===== src/rtl/core_mem_port.sv =====
// Memory-side port for the core register file: one bus transaction per request, load data returned on main_o.
// Optional abort-on-timeout is enabled by defining CORE_MEM_TIMEOUT_EN.
module core_mem_port #(
  parameter int unsigned WORD_WIDTH     = 16,
  parameter int unsigned ADDRESS_WIDTH  = 16,
  parameter int unsigned TIMEOUT_CYCLES = 255
) (
  input  logic                     clk_i,
  input  logic                     arst_n_i,
  input  logic                     req_i,
  input  logic                     we_i,
  input  logic [WORD_WIDTH-1:0]    roa_i,
  input  logic [WORD_WIDTH-1:0]    rod_i,
  output logic                     busy_o,
  output logic                     done_o,
  output logic                     err_o,
  output logic [WORD_WIDTH-1:0]    main_o,
  output logic                     bus_valid_o,
  input  logic                     bus_ready_i,
  output logic                     bus_we_o,
  output logic [ADDRESS_WIDTH-1:0] bus_addr_o,
  output logic [WORD_WIDTH-1:0]    bus_wdata_o,
  input  logic                     bus_rvalid_i,
  input  logic [WORD_WIDTH-1:0]    bus_rdata_i
);

  if (ADDRESS_WIDTH > WORD_WIDTH || TIMEOUT_CYCLES < 2) begin : g_bad_param
    $error("core_mem_port: ADDRESS_WIDTH must be <= WORD_WIDTH and TIMEOUT_CYCLES >= 2");
  end

  typedef enum logic [1:0] {S_IDLE, S_REQ, S_WAIT, S_DONE} state_t;

  state_t                   state;
  logic [ADDRESS_WIDTH-1:0] addr_q;
  logic [WORD_WIDTH-1:0]    wdata_q;
  logic [WORD_WIDTH-1:0]    main_q;
  logic                     we_q;
  logic                     abort;

`ifdef CORE_MEM_TIMEOUT_EN
  localparam int unsigned CNT_W = $clog2(TIMEOUT_CYCLES + 1);
  logic [CNT_W-1:0] cnt_q;
  logic             err_q;

  // A handshake or rvalid in the limit cycle takes priority over the abort; a load
  // that handshakes on the limit still aborts on its first WAIT cycle without rvalid.
  always_comb begin
    abort = 1'b0;
    if (cnt_q >= CNT_W'(TIMEOUT_CYCLES - 1)) begin
      abort = ((state == S_REQ) && !bus_ready_i) || ((state == S_WAIT) && !bus_rvalid_i);
    end
  end

  always_ff @(posedge clk_i or negedge arst_n_i) begin
    if (!arst_n_i) begin
      cnt_q <= '0;
      err_q <= 1'b0;
    end else begin
      err_q <= abort;
      if (state == S_REQ || state == S_WAIT) begin
        cnt_q <= cnt_q + 1'b1;
      end else begin
        cnt_q <= '0;
      end
    end
  end

  assign err_o = err_q;
`else
  assign abort = 1'b0;
  assign err_o = 1'b0;
`endif

  always_ff @(posedge clk_i or negedge arst_n_i) begin
    if (!arst_n_i) begin
      state   <= S_IDLE;
      addr_q  <= '0;
      wdata_q <= '0;
      we_q    <= 1'b0;
      main_q  <= '0;
    end else begin
      case (state)
        S_IDLE: begin
          if (req_i) begin
            addr_q  <= roa_i[ADDRESS_WIDTH-1:0];
            wdata_q <= rod_i;
            we_q    <= we_i;
            state   <= S_REQ;
          end
        end
        S_REQ: begin
          if (bus_ready_i) begin
            state <= we_q ? S_DONE : S_WAIT;
          end else if (abort) begin
            state <= S_DONE;
          end
        end
        S_WAIT: begin
          if (bus_rvalid_i) begin
            main_q <= bus_rdata_i;
            state  <= S_DONE;
          end else if (abort) begin
            state <= S_DONE;
          end
        end
        S_DONE:  state <= S_IDLE;
        default: state <= S_IDLE;
      endcase
    end
  end

  assign busy_o      = (state != S_IDLE);
  assign done_o      = (state == S_DONE);
  assign bus_valid_o = (state == S_REQ);
  assign bus_we_o    = we_q;
  assign bus_addr_o  = addr_q;
  assign bus_wdata_o = wdata_q;
  assign main_o      = main_q;

endmodule


===== config.mk =====
export PLATFORM = sky130hd
export DESIGN_NAME = core_mem_port
export DESIGN_NICKNAME = d
export VERILOG_FILES = /design/src/rtl/core_mem_port.sv
export SDC_FILE = /design/constraint.sdc
export NUM_CORES = 1
export LEC_CHECK = 0
export ABC_AREA = 0
export BUFFER_PORTS_ARGS = -buffer_cell sky130_fd_sc_hd__buf_2
export CORE_MARGIN = 1
export CORE_UTILIZATION = 46
export DETAILED_ROUTE_END_ITERATION = 12
export PLACE_DENSITY = 0.77
export SLEW_MARGIN = 0
export SYNTH_ARGS = -nofsm -noshare
export SYNTH_HDL_FRONTEND = slang
export SYNTH_SLANG_ARGS = --single-unit

===== constraint.sdc =====
create_clock -name clk_i -period 1.85 [get_ports clk_i]
set_input_delay 0.37 -clock clk_i [delete_from_list [all_inputs] [get_ports clk_i]]
set_output_delay 0.37 -clock clk_i [all_outputs]
set_load 0.02 [all_outputs]

# Yosys cells after proc, flatten, opt, wreduce, memory -nomap -nowiden
# Cells that the tools add are included.
# totals
reg_bits,51
latchBits,0
mem_bits_rw,0
rom_bits,0
wordCells,21
memories,0
# op_classes
addsub,0
n_mul,0
n_div,0
order_cmp,0
eq_ne,6
shift,0
muxes,5
bitwise,0
reduce_logical,5
# op_table
operator,count
$pmux W2 S4,1
$mux W2,3
$eq A2 B2 Y1 const B,2
$ne A2 B2 Y1 const B,2
$reduce_and A2 Y1,2
$reduce_and A3 Y1,1
$eq A2 B1 Y1 const B,1
$logic_not A2 Y1,1
$ne A2 B1 Y1 const B,1
$reduce_bool A2 Y1,1
$mux W1,1

# Longest topological paths before layout
# depth
depth_word,3
depth_mapped,5
depth_no_buf,5

# Worst setup path after synthesis
# No wires, ideal clock.
# synth_path
path_type,register -> register
startpoint,register state[1]
endpoint,register state[1]
arrival_ns,1.414
t_required_ns,1.725
setup_slack_ns,0.310
path_stages_with_launch,6
path_buffers,0
synth_period_minus_slack_ns,1.540
cell_sequence,dfrtp_1 > inv_1 > ha_1 > nor2b_1 > nor3_2 > mux2_4
# synth_via
elab_chain_len,3
# synth_lines
element,line_no,source
start: declaration,33,state_t state;
start signal: assignment,93,state <= we_q ? S_DONE : S_WAIT;
$eq A2 B1 Y1 (*),--,
via bus_valid_o,18,"output logic bus_valid_o,"
$ne A2 B1 Y1 (no source line),--,
$reduce_and A3 Y1 (no source line),--,
# The timed path passes the listed nets; every way through them passes the cells marked *.
# A chain may end at the register's enable or synchronous reset.

# Final worst setup path
# layout_path
startpoint,register state[1]
endpoint,output busy_o
# layout_via
elab_chain_len,1
# layout_lines
element,line_no,source
$reduce_bool A2 Y1,112,assign busy_o = (state != S_IDLE);
end: declaration,14,"output logic busy_o,"
# No other way between the ends.

==> impl_metrics.env <==
export IMPL_synth_top_cell_area_share_pct=58.0
export IMPL_outcome="complete, but fails checks"
export IMPL_cellLeakagePower_uw=0.00160
export IMPL_clk_pin_slew_ns=0.09
export IMPL_wl_um=4180
export IMPL_arrival_ns=1.30
export IMPL_crit_path_max_incr_delay_ns=0.44
export IMPL_grt_remaining_overflow=0
export IMPL_max_cap_viol_count=0
export IMPL_criticalPathCategory="reg -> out"
export IMPL_power_frac_comb_pct=52.0
export IMPL_cts_resized=0
export IMPL_failed_checks="DRC"
export IMPL_crit_start="state[1]"
export IMPL_grt_pass1_wl_um=6710
export IMPL_die_h_um=71.2
export IMPL_cts_root_buf="clkbuf_8"
export IMPL_num_vias=1405
export IMPL_drt_first_pass_iters=10
export IMPL_yosys_area_top_type="dfrtp_1"
export IMPL_p_sw_uw=2100
export IMPL_async_reset_ff_share_pct=100
export IMPL_synthTopCellsByCount="51 x dfrtp_1, 40 x mux2_4, 10 x mux2_2"
export IMPL_p_int_uw=3370
export IMPL_routabilityCongestion=0.757
export IMPL_crit_top_cell="inv_1"
export IMPL_syn_inst=126
export IMPL_ir_drop_v=0.000984
export IMPL_synth_seq_area_share_pct=58.0
export IMPL_cts_tree="built"
export IMPL_syn_cell_area_um2=2200
export IMPL_fillers=360
export IMPL_num_io_pins=107
export IMPL_required_ns=1.48
export IMPL_fp_dieArea_um2=5060
export IMPL_r2r_setup_slack_ns=0.23
export IMPL_synth_edff_count=0
export IMPL_cts_setup_buffers=0
export IMPL_clk_path_buf_depth=2
export IMPL_layout_worst_path_cycle_share_pct=90.2
export IMPL_fp_dieW_um=71.2
export IMPL_clock_sinks=51
export IMPL_core_area_um2=4470
export IMPL_setup_viol=0
export IMPL_drc=7
export IMPL_synth_ff_type="dfrtp_1"
export IMPL_start_util_pct=49.2
export IMPL_wire_per_inst_um=14.5
export IMPL_final_cell_area_um2=2890
export IMPL_p_sw_share_pct=38.3
export IMPL_synth_area_leaders="dfrtp_1 58%, mux2_4 27%, mux2_2 5.1%, ha_1 3.4%, buf_6 2.0%"
export IMPL_fin_tns_setup_ns=0
export IMPL_r2r_cells=4
export IMPL_first_global_vias=1446
export IMPL_rows=24
export IMPL_cp_start_kind="flop"
export IMPL_port_buffers=105
export IMPL_fin_skew_ns=0.00437
export IMPL_syn_to_final_growth_pct=31.2
export IMPL_antenna_cells=0
export IMPL_syn_area_per_cell_um2=17.5
export IMPL_finalHoldViolCount=0
export IMPL_synth_seq_cells=51
export IMPL_ant_nets=0
export IMPL_h_tree_depth=2
export IMPL_pwr_share_clk_pct=11.2
export IMPL_r2r_end="main_o[1]"
export IMPL_ctsHoldBuffers=0
export IMPL_worst_setup_path_end_kind="output port"
export IMPL_hold_class="in -> async"
export IMPL_ys_types=15
export IMPL_grtUsageMet2_pct=28.6
export IMPL_crit_buf_inv=3
export IMPL_grt_max_degree=34
export IMPL_rsz0062_at_grt="false"
export IMPL_final_nets=296
export IMPL_use_met1_pct=21.0
export IMPL_r2r_start="state[0]"
export IMPL_timing_final_max_slew_violations=0
export IMPL_yosysWarningCount=0
export IMPL_cp_cell_sequence="inv_1, ha_1, inv_1, buf_2"
export IMPL_insertion_delay_ns=0.30
export IMPL_drive_gt1_share_pct=71.3
export IMPL_slowest_stage="dfrtp_1"
export IMPL_busiest_layer="met2"
export IMPL_powerDensity_nw_per_um2=1900
export IMPL_viasPerCell=4.86
export IMPL_fmax_ghz=0.599
export IMPL_crit_fanout=5
export IMPL_use_met3_pct=4.27
export IMPL_fin_crit_ns=1.67
export IMPL_place_area_um2=2800
export IMPL_grtUsageTotal_pct=17.5
export IMPL_antenna_found_initial=0
export IMPL_syn_nets=186
export IMPL_cts_made_buffers=5
export IMPL_cp_top_family="flip-flops"
export IMPL_power_share_sequential_pct=36.8
export IMPL_synth_most_common_cell="dfrtp_1"
export IMPL_hpwl_um=3160
export IMPL_drt_iter0_markers=43
-- sequential cells by signal, summed over array words and instances (netlist names) --
signal and flops:
main_o 16, bus_wdata_o 16, state 2, bus_addr_o 16, bus_we_o 1
-- how the worst max path moves through the flow --
| stage | slack (ns) | end | cells past startpoint |
|---|---|---|---|
| 6_report | 0.18 | busy_o | 4 |
| 4_1_cts | 0.17 | busy_o | 4 |
| 3_3_place_gp | 0.28 | main_o[11] | 4 |
| 3_5_place_dp | 0.22 | main_o[1] | 4 |
| 5_1_grt | 0.04 | busy_o | 4 |
| 2_1_floorplan | 0.31 | state[1] | 5 |
-- final cells by class --
cell class	count	area, µm²	area share (%)
Timing Repair Buffer	108	586	20.3
Multi-Input combinational cell	67	860	29.8
Clock buffer	5	68.8	2.39
Clock inverter	3	18.8	0.650
Tap cell	52	65.1	2.25
Inverter	3	11.3	0.390
Sequential cell	51	1280	44.2
-- logic make-up after synthesis --
kind of cell    Yosys count  synth area share (%)
other cells               1                 0.170
buf+inv                   8                  2.90
flops                    51                  58.0
simple gates              8                  2.33
fa+ha+maj                 6                  3.41
mux                      50                  32.4
compound gates            2                 0.740
-- through the flow --
step / std cells / hold WS [ns] / utilization, % / total power, µW / setup slack (ns)
floorplan: 126 / 0.0744 / - / 4030 / 0.310
global placement: 281 / 0.347 / 62.5 / 4820 / 0.280
detailed placement: 281 / 0.347 / 62.5 / 4890 / 0.216
CTS: 289 / 0.0128 / 64.5 / 5530 / 0.169
global route: 289 / 0.0282 / 64.5 / 5790 / 0.0392
finish: 289 / 0.00792 / 64.5 / 5470 / 0.181
-- power groups by stage --
stage	sequential (µW)	clock [µW]	combinational (µW)
finish	2010	613	2840
global route	2080	687	3020
CTS	2010	646	2880
detailed placement	2030	0	2860
global placement	1990	0	2830
floorplan	2690	0	1330
-- cell usage in the layout, fill, tap and decap left out --
cell,Yosys,routed
a211oi_1,1,1
a2bb2oi_1,1,1
buf_12,0,3
buf_2,0,105
clkbuf_8,0,5
clkinv_2,0,2
conb_1,1,1
dfrtp_1,51,51
ha_1,6,6
inv_1,3,3
inv_6,0,1
mux2_2,10,10
mux2_4,40,40
nand2_2,2,2
nor2_1,1,1
nor2b_1,3,3
nor3_2,1,1
nor4_1,1,1
-- metal layers --
layer,vias to the layer above,wire length (µm)
li1,650,-
met1,683,1760
met2,59,2060
met3,13,224
met4,0,142
met5,-,0
Note: power is estimated with default switching activity, not from simulation.
